$ cat src/rtl/des_pkg.sv
// Shared constants and state encodings for the DES stream manager.
package des_pkg;

    localparam int unsigned BYTE_W      = 8;
    localparam int unsigned BLOCK_BYTES = 8;
    localparam int unsigned BLOCK_W     = 64;
    localparam int unsigned IDX_W       = 3;
    localparam int unsigned STATE_W     = 3;

    localparam logic MODE_ENC = 1'b1;
    localparam logic MODE_DEC = 1'b0;

    typedef logic [STATE_W-1:0] state_t;

    localparam state_t IDLE     = 3'd0;
    localparam state_t RD       = 3'd1;
    localparam state_t RD_LAST  = 3'd2;
    localparam state_t ENG_REQ  = 3'd3;
    localparam state_t ENG_WAIT = 3'd4;
    localparam state_t WR       = 3'd5;

endpackage

$ cat src/rtl/des_block_buffer.sv
// 64-bit block register: byte-lane load for packing, whole-block load for results,
// byte-lane select for unpacking.
module des_block_buffer
    import des_pkg::*;
(
    input  logic               clk,
    input  logic               reset_n,
    input  logic               byte_we_i,
    input  logic [IDX_W-1:0]   byte_idx_i,
    input  logic [BYTE_W-1:0]  byte_i,
    input  logic               blk_we_i,
    input  logic [BLOCK_W-1:0] blk_i,
    input  logic [IDX_W-1:0]   sel_idx_i,
    output logic [BLOCK_W-1:0] blk_o,
    output logic [BYTE_W-1:0]  sel_byte_c
);

    logic [BLOCK_W-1:0] blk_q, blk_d;

    always_comb begin
        blk_d = blk_q;
        if (blk_we_i) begin
            blk_d = blk_i;
        end else if (byte_we_i) begin
            blk_d[{byte_idx_i, 3'b000} +: BYTE_W] = byte_i;
        end
    end

    always_ff @(posedge clk or negedge reset_n) begin
        if (!reset_n) begin
            blk_q <= '0;
        end else begin
            blk_q <= blk_d;
        end
    end

    assign blk_o      = blk_q;
    assign sel_byte_c = blk_q[{sel_idx_i, 3'b000} +: BYTE_W];

endmodule

$ cat src/rtl/des_stream_manager.sv
// Streams a byte memory through an external DES engine, 8 bytes per block (ECB by default).
// Define DES_STREAM_CBC_EN to chain blocks in CBC mode, seeded from iv.
module des_stream_manager
    import des_pkg::*;
#(
    parameter int unsigned ADDR_W    = 15,
    parameter int unsigned NUM_BYTES = 19200,
    parameter int unsigned RD_BASE   = 0,
    parameter int unsigned WR_BASE   = 0
) (
    input  logic               clk,
    input  logic               reset_n,
    input  logic               start,
    input  logic               mode,
    input  logic [BLOCK_W-1:0] key,
    input  logic [BLOCK_W-1:0] iv,
    output logic [ADDR_W-1:0]  mem_rd_addr,
    input  logic [BYTE_W-1:0]  mem_rd_data,
    output logic [ADDR_W-1:0]  mem_wr_addr,
    output logic [BYTE_W-1:0]  mem_wr_data,
    output logic               mem_wr_en,
    output logic               eng_start,
    output logic               eng_mode,
    output logic [BLOCK_W-1:0] eng_key,
    output logic [BLOCK_W-1:0] eng_in,
    input  logic               eng_done,
    input  logic [BLOCK_W-1:0] eng_out,
    output logic               busy,
    output logic               done
);

    localparam int unsigned OFF_W = $clog2(NUM_BYTES + 1);

    if ((NUM_BYTES == 0) || ((NUM_BYTES % BLOCK_BYTES) != 0)) begin : g_bad_num_bytes
        $error("des_stream_manager: NUM_BYTES must be a nonzero multiple of 8");
    end

    state_t             state_q, state_d;
    logic [OFF_W-1:0]   off_q, off_d;
    logic [IDX_W-1:0]   k_q, k_d;
    logic [ADDR_W-1:0]  rd_addr_q, rd_addr_d;
    logic [ADDR_W-1:0]  wr_addr_q, wr_addr_d;
    logic [BYTE_W-1:0]  wr_data_q, wr_data_d;
    logic               wr_en_q, wr_en_d;
    logic               eng_start_q, eng_start_d;
    logic               mode_q, mode_d;
    logic [BLOCK_W-1:0] key_q, key_d;
    logic [BLOCK_W-1:0] eng_in_q, eng_in_d;
    logic               busy_q, busy_d;
    logic               done_q, done_d;

    logic               buf_byte_we_c, buf_blk_we_c;
    logic [IDX_W-1:0]   buf_idx_c, sel_idx_c;
    logic [BLOCK_W-1:0] blk_c, packed_c, eng_blk_c, result_c;
    logic [BYTE_W-1:0]  sel_byte_c;

    des_block_buffer u_buf (
        .clk        (clk),
        .reset_n    (reset_n),
        .byte_we_i  (buf_byte_we_c),
        .byte_idx_i (buf_idx_c),
        .byte_i     (mem_rd_data),
        .blk_we_i   (buf_blk_we_c),
        .blk_i      (result_c),
        .sel_idx_i  (sel_idx_c),
        .blk_o      (blk_c),
        .sel_byte_c (sel_byte_c)
    );

    // Byte 7 arrives in RD_LAST, so the engine block is formed straight from the read bus.
    assign packed_c = {mem_rd_data, blk_c[BLOCK_W-BYTE_W-1:0]};

`ifdef DES_STREAM_CBC_EN
    logic [BLOCK_W-1:0] chain_q, chain_d;
    logic               enc_c;

    assign enc_c     = (mode_q == MODE_ENC);
    assign eng_blk_c = enc_c ? (packed_c ^ chain_q) : packed_c;
    assign result_c  = enc_c ? eng_out : (eng_out ^ chain_q);

    // Chain carries the previous ciphertext: engine output when encrypting, engine input when decrypting.
    always_comb begin
        chain_d = chain_q;
        if ((state_q == IDLE) && start) begin
            chain_d = iv;
        end else if ((state_q == ENG_WAIT) && eng_done) begin
            chain_d = enc_c ? eng_out : eng_in_q;
        end
    end

    always_ff @(posedge clk or negedge reset_n) begin
        if (!reset_n) begin
            chain_q <= '0;
        end else begin
            chain_q <= chain_d;
        end
    end
`else
    logic unused_iv_c;

    assign eng_blk_c   = packed_c;
    assign result_c    = eng_out;
    assign unused_iv_c = ^iv;
`endif

    always_comb begin
        state_d       = state_q;
        off_d         = off_q;
        k_d           = k_q;
        rd_addr_d     = rd_addr_q;
        wr_addr_d     = wr_addr_q;
        wr_data_d     = wr_data_q;
        mode_d        = mode_q;
        key_d         = key_q;
        eng_in_d      = eng_in_q;
        done_d        = done_q;
        buf_byte_we_c = 1'b0;
        buf_blk_we_c  = 1'b0;
        buf_idx_c     = k_q - IDX_W'(1);
        sel_idx_c     = k_q + IDX_W'(1);

        case (state_q)
            IDLE: begin
                if (start) begin
                    mode_d  = mode;
                    key_d   = key;
                    off_d   = '0;
                    k_d     = '0;
                    done_d  = 1'b0;
                    state_d = RD;
                end
            end
            RD: begin
                buf_byte_we_c = (k_q != '0);
                if (k_q == IDX_W'(BLOCK_BYTES - 1)) begin
                    k_d     = '0;
                    state_d = RD_LAST;
                end else begin
                    k_d = k_q + IDX_W'(1);
                end
            end
            RD_LAST: begin
                buf_byte_we_c = 1'b1;
                buf_idx_c     = IDX_W'(BLOCK_BYTES - 1);
                eng_in_d      = eng_blk_c;
                state_d       = ENG_REQ;
            end
            ENG_REQ: begin
                state_d = ENG_WAIT;
            end
            ENG_WAIT: begin
                if (eng_done) begin
                    buf_blk_we_c = 1'b1;
                    wr_data_d    = result_c[BYTE_W-1:0];
                    k_d          = '0;
                    state_d      = WR;
                end
            end
            WR: begin
                if (k_q == IDX_W'(BLOCK_BYTES - 1)) begin
                    k_d   = '0;
                    off_d = off_q + OFF_W'(BLOCK_BYTES);
                    if (off_d == OFF_W'(NUM_BYTES)) begin
                        state_d = IDLE;
                        done_d  = 1'b1;
                    end else begin
                        state_d = RD;
                    end
                end else begin
                    k_d       = k_q + IDX_W'(1);
                    wr_data_d = sel_byte_c;
                end
            end
            default: begin
                state_d = IDLE;
            end
        endcase

        // Addresses wrap naturally at ADDR_W bits.
        if (state_d == RD) begin
            rd_addr_d = ADDR_W'(RD_BASE) + ADDR_W'(off_d) + ADDR_W'(k_d);
        end
        if (state_d == WR) begin
            wr_addr_d = ADDR_W'(WR_BASE) + ADDR_W'(off_d) + ADDR_W'(k_d);
        end
        wr_en_d     = (state_d == WR);
        eng_start_d = (state_d == ENG_REQ);
        busy_d      = (state_d != IDLE);
    end

    always_ff @(posedge clk or negedge reset_n) begin
        if (!reset_n) begin
            state_q     <= IDLE;
            off_q       <= '0;
            k_q         <= '0;
            rd_addr_q   <= '0;
            wr_addr_q   <= '0;
            wr_data_q   <= '0;
            wr_en_q     <= 1'b0;
            eng_start_q <= 1'b0;
            mode_q      <= 1'b0;
            key_q       <= '0;
            eng_in_q    <= '0;
            busy_q      <= 1'b0;
            done_q      <= 1'b0;
        end else begin
            state_q     <= state_d;
            off_q       <= off_d;
            k_q         <= k_d;
            rd_addr_q   <= rd_addr_d;
            wr_addr_q   <= wr_addr_d;
            wr_data_q   <= wr_data_d;
            wr_en_q     <= wr_en_d;
            eng_start_q <= eng_start_d;
            mode_q      <= mode_d;
            key_q       <= key_d;
            eng_in_q    <= eng_in_d;
            busy_q      <= busy_d;
            done_q      <= done_d;
        end
    end

    assign mem_rd_addr = rd_addr_q;
    assign mem_wr_addr = wr_addr_q;
    assign mem_wr_data = wr_data_q;
    assign mem_wr_en   = wr_en_q;
    assign eng_start   = eng_start_q;
    assign eng_mode    = mode_q;
    assign eng_key     = key_q;
    assign eng_in      = eng_in_q;
    assign busy        = busy_q;
    assign done        = done_q;

endmodule

$ cat config.mk
export PLATFORM = sky130hd
export DESIGN_NAME = des_stream_manager
export DESIGN_NICKNAME = d
export VERILOG_FILES = /design/src/rtl/des_pkg.sv /design/src/rtl/des_block_buffer.sv /design/src/rtl/des_stream_manager.sv
export SDC_FILE = /design/constraint.sdc
export NUM_CORES = 1
export LEC_CHECK = 0
export CORE_UTILIZATION = 40
export CTS_CLUSTER_DIAMETER = 200
export DETAILED_ROUTE_END_ITERATION = 8
export MAX_ROUTING_LAYER = met4
export PLACE_DENSITY_LB_ADDON = 0.05
export SYNTH_ARGS = -nofsm -noshare
export SYNTH_HDL_FRONTEND = slang
export SYNTH_HIERARCHICAL = 1
export SYNTH_SLANG_ARGS = --single-unit
$ cat constraint.sdc
create_clock -name clk -period 10.5 [get_ports clk]
set_input_delay 1.05 -clock clk [delete_from_list [all_inputs] [get_ports clk]]
set_output_delay 1.05 -clock clk [all_outputs]
set_load 0.01 [all_outputs]
==> flow_summary_export.csv <==
group,metric,value,unit
sta,layout_min_cycle_time,4.62,ns
pwr,power.leakage,0.00742,uW
clock_tree,cts_root_buffer,"clkbuf_16",
clock_tree,clk_pin_slew_worst_paths,0.06,ns
setup_path,endpoint_kind,"flip-flop",
logic_synthesis,synth_top_flop_cell,"dfrtp_1",
pwr,fin_total_pwr,4980,uW
logic_synthesis,ys_ff_latch,256,
pwr,ir_drop,147,uV
sta,maxSlewViolCount,0,
routing,dr_total_vias,10000,
setup_path,cp_slowest_cell,"ha_1",
sta,fmax,216,MHz
finish,multi_input_comb_area,0.00517,mm2
placement,routabilityCongestion,0.844,
logic_synthesis,ys_async_sr_fraction,100,%
finish,final_cells,1929,
global_routing,grt_pass1_vias,9945,
floorplanning,die_h,175,um
placement,dp_cells,1876,
floorplanning,die_w,175,um
placement,placed_area,0.0153,mm2
clock_tree,ctsResizeCount,0,
clock_tree,cts_hold_buffers,0,
setup_path,reg2reg_depth,11,
routing,drt_iter0_drc,733,
clock_tree,cts_buffer_depth,3,
setup_path,required,10.93,ns
floorplanning,initial_core_util,40.6,%
finish,regArea,0.00641,mm2
finish,design_area,0.0163,mm2
sta,setup_violations,0,
sta,rsz0062_at_grt,"false",
finish,nFillCells,2737,
flow_run,cap_violations,0,
setup_path,startpoint_type,"flip-flop",
global_routing,grt_overflow,0,
setup_path,cp_top_family,"adder cells",
clock_tree,clk_latency,0.54,ns
worst_hold_path,hold_start,"eng_in[12]",
logic_synthesis,synth_edf_count,0,
floorplanning,core,0.0296,mm2
routing,firstDrtPassIters,6,
finish,final_cell_mix,"nand2_1 (424), clkdlybuf4s50_1 (310), dfrtp_1 (256)",
logic_synthesis,seq_area_frac_synth,53.3,%
setup_path,path_max_fanout,18,
outcome,status,"finished clean",
sta,relSlewSlack,13.8,%
finish,finish.utilization,55.0,%
setup_path,r2r_end,"mem_wr_addr[14]",
global_routing,grt_usage,24.8,%
global_routing,grt_pass1_wl,57.7,mm
logic_synthesis,synth_area,0.0120,mm2
routing,drc_errors,0,
logic_synthesis,synthCells,1259,
logic_synthesis,yosys_warnings,6,
sta,finalHoldViolCount,0,
setup_path,cpPeakStageDelay,0.81,ns
finish,mostFrequentLayoutCell,"nand2_1",
clock_tree,cts_tree,"done",
setup_path,reg2reg_slack,5.88,ns
setup_path,path_common_cell,"inv_1",
finish,area_delta_synth_final,35.4,%
setup_path,crit_arrival,5.05,ns
routing,wire_per_inst,19.1,um
sta,finalClockSkew,0.0240,ns
floorplanning,die_area,0.0307,mm2
floorplanning,ios,376,
setup_path,worstSetupPathType,"flip-flop to flip-flop",
routing,wirelength,36.8,mm
finish,nets,1733,
floorplanning,rows,63,
finish,drive_gt1_share,7.67,%
worst_hold_path,holdPathEnd,"eng_in[12]",
logic_synthesis,synth_fp_nets,1476,
routing,vias_per_cell,5.18,
routing,postRouteAntennaNets,0,
global_routing,antenna_found_initial,1,
setup_path,cp_cell_sequence,"inv_1 -> ha_1 -> a22oi_1 -> fa_1 -> inv_1 -> a21oi_1 -> nor3_1 -> o211ai_1 -> nor4_1 -> xor2_1 -> mux2_2",
placement,io_buffers,311,
logic_synthesis,postSynthAreaPerCell,9.54,um2
clock_tree,cts_buffers,28,
pwr,powerDensity,306,mW/mm2
placement,hpwl,26.0,mm
clock_tree,cts.sinks,256,
worst_hold_path,hp-class,"flip-flop to flip-flop",
setup_path,reg2reg_from,"k_q[0]",
sta,finalSetupTns,0,ns
logic_synthesis,yosysUniqueCellTypes,61,
clock_tree,cts_setup_buffers,0,
global_routing,grt_max_degree,119,
worst_hold_path,hold_depth,2,
clock_tree,cts_htree_levels,1,
sta,fin_crit_sh,44.0,%
sta,worst_pin_slew,1.29,ns
setup_path,cp.buffers_inverters,2,
## report_power, final
group	leakage, uW	switching, uW	internal, uW
clock network	0.000480	399	601
logic	0.00369	1220	1080
registers	0.00325	283	1400
total	0.00742	1900	3080
## metal layers
layer	GRT usage, %	routed length (um)
met3	3.57	2160
met1	32.5	15900
met5	-	0
met2	40.1	17900
met4	7.10	850
## worst min-delay path: stages (launching register included)
cell and delay (ns):
dfrtp_1 0.34, nand2_1 0.05, nand2_1 0.05
## worst max-delay path by stage
stage          slack [ns]  depth (start not counted)               to    from
6_report             5.88                         11  mem_wr_addr[14]  k_q[0]
5_1_grt              5.49                         11  mem_wr_addr[14]  k_q[0]
4_1_cts              5.75                         11  mem_wr_addr[14]  k_q[0]
3_5_place_dp         5.30                         14  mem_wr_addr[14]   start
3_3_place_gp         5.37                         14  mem_wr_addr[14]   start
2_1_floorplan        6.63                         14  mem_wr_addr[14]   start
## sequential cells by signal (all words and copies together), names as in the netlist
| register | cells |
|---|---|
| mem_wr_addr | 15 |
| state_q | 3 |
| done | 1 |
| mem_wr_data | 8 |
| off_q | 15 |
| eng_mode | 1 |
| mem_rd_addr | 15 |
| busy | 1 |
| eng_in | 64 |
| k_q | 3 |
| u_buf/blk_o | 64 |
| eng_start | 1 |
| eng_key | 64 |
| mem_wr_en | 1 |
## cell usage after synthesis (all sizes together) (7+ instances only)
| cell type | count | area (um2) |
|---|---|---|
| mux4 | 16 | 360 |
| a31oi | 38 | 238 |
| nor2b | 68 | 425 |
| nor3 | 17 | 85.1 |
| nor2 | 14 | 52.6 |
| clkbuf | 65 | 244 |
| nor4 | 27 | 169 |
| mux2 | 33 | 372 |
| nand2b | 17 | 106 |
| xnor2 | 7 | 61.3 |
| inv | 20 | 75.1 |
| nand2 | 424 | 1590 |
| xor2 | 7 | 61.3 |
| nand3 | 7 | 40.0 |
| buf | 27 | 128 |
| ha | 11 | 138 |
| dfrtp | 256 | 6410 |
| o21ai | 52 | 260 |
| mux2i | 13 | 130 |
| a221o | 33 | 330 |
| a21oi | 41 | 216 |
## metrics by stage
step	hold WS, ns	worst slack, ns
floorplan	0.448	6.63
global placement	0.455	5.37
detailed placement	0.461	5.30
CTS	0.476	5.75
global route	0.488	5.49
finish	0.470	5.88
## logic make-up (layout without fill, tap and decap cells)
kind of cell | count (synthesis) | count (layout) | share of synthesized area, %
AND/OR/NAND/NOR | 612 | 612 | 23.0
flip-flops | 256 | 256 | 53.3
other | 0 | 1 | 0
multiplexers | 62 | 62 | 7.18
AO/OA/AOI/OAI | 191 | 191 | 10.5
buffers and inverters | 112 | 391 | 3.72
XOR/XNOR | 14 | 14 | 1.02
adder cells (fa/ha/maj) | 12 | 12 | 1.31
## final cells by class
class,count,share of cell area (%)
flip-flops and latches,256,39.4
inverters,20,0.461
clock buffers,40,5.14
multi-input cells,891,31.8
well taps,390,3.00
clock inverters,12,0.677
diodes,1,0.0154
repair buffers,319,19.5
(Power assumes the default switching activity.)
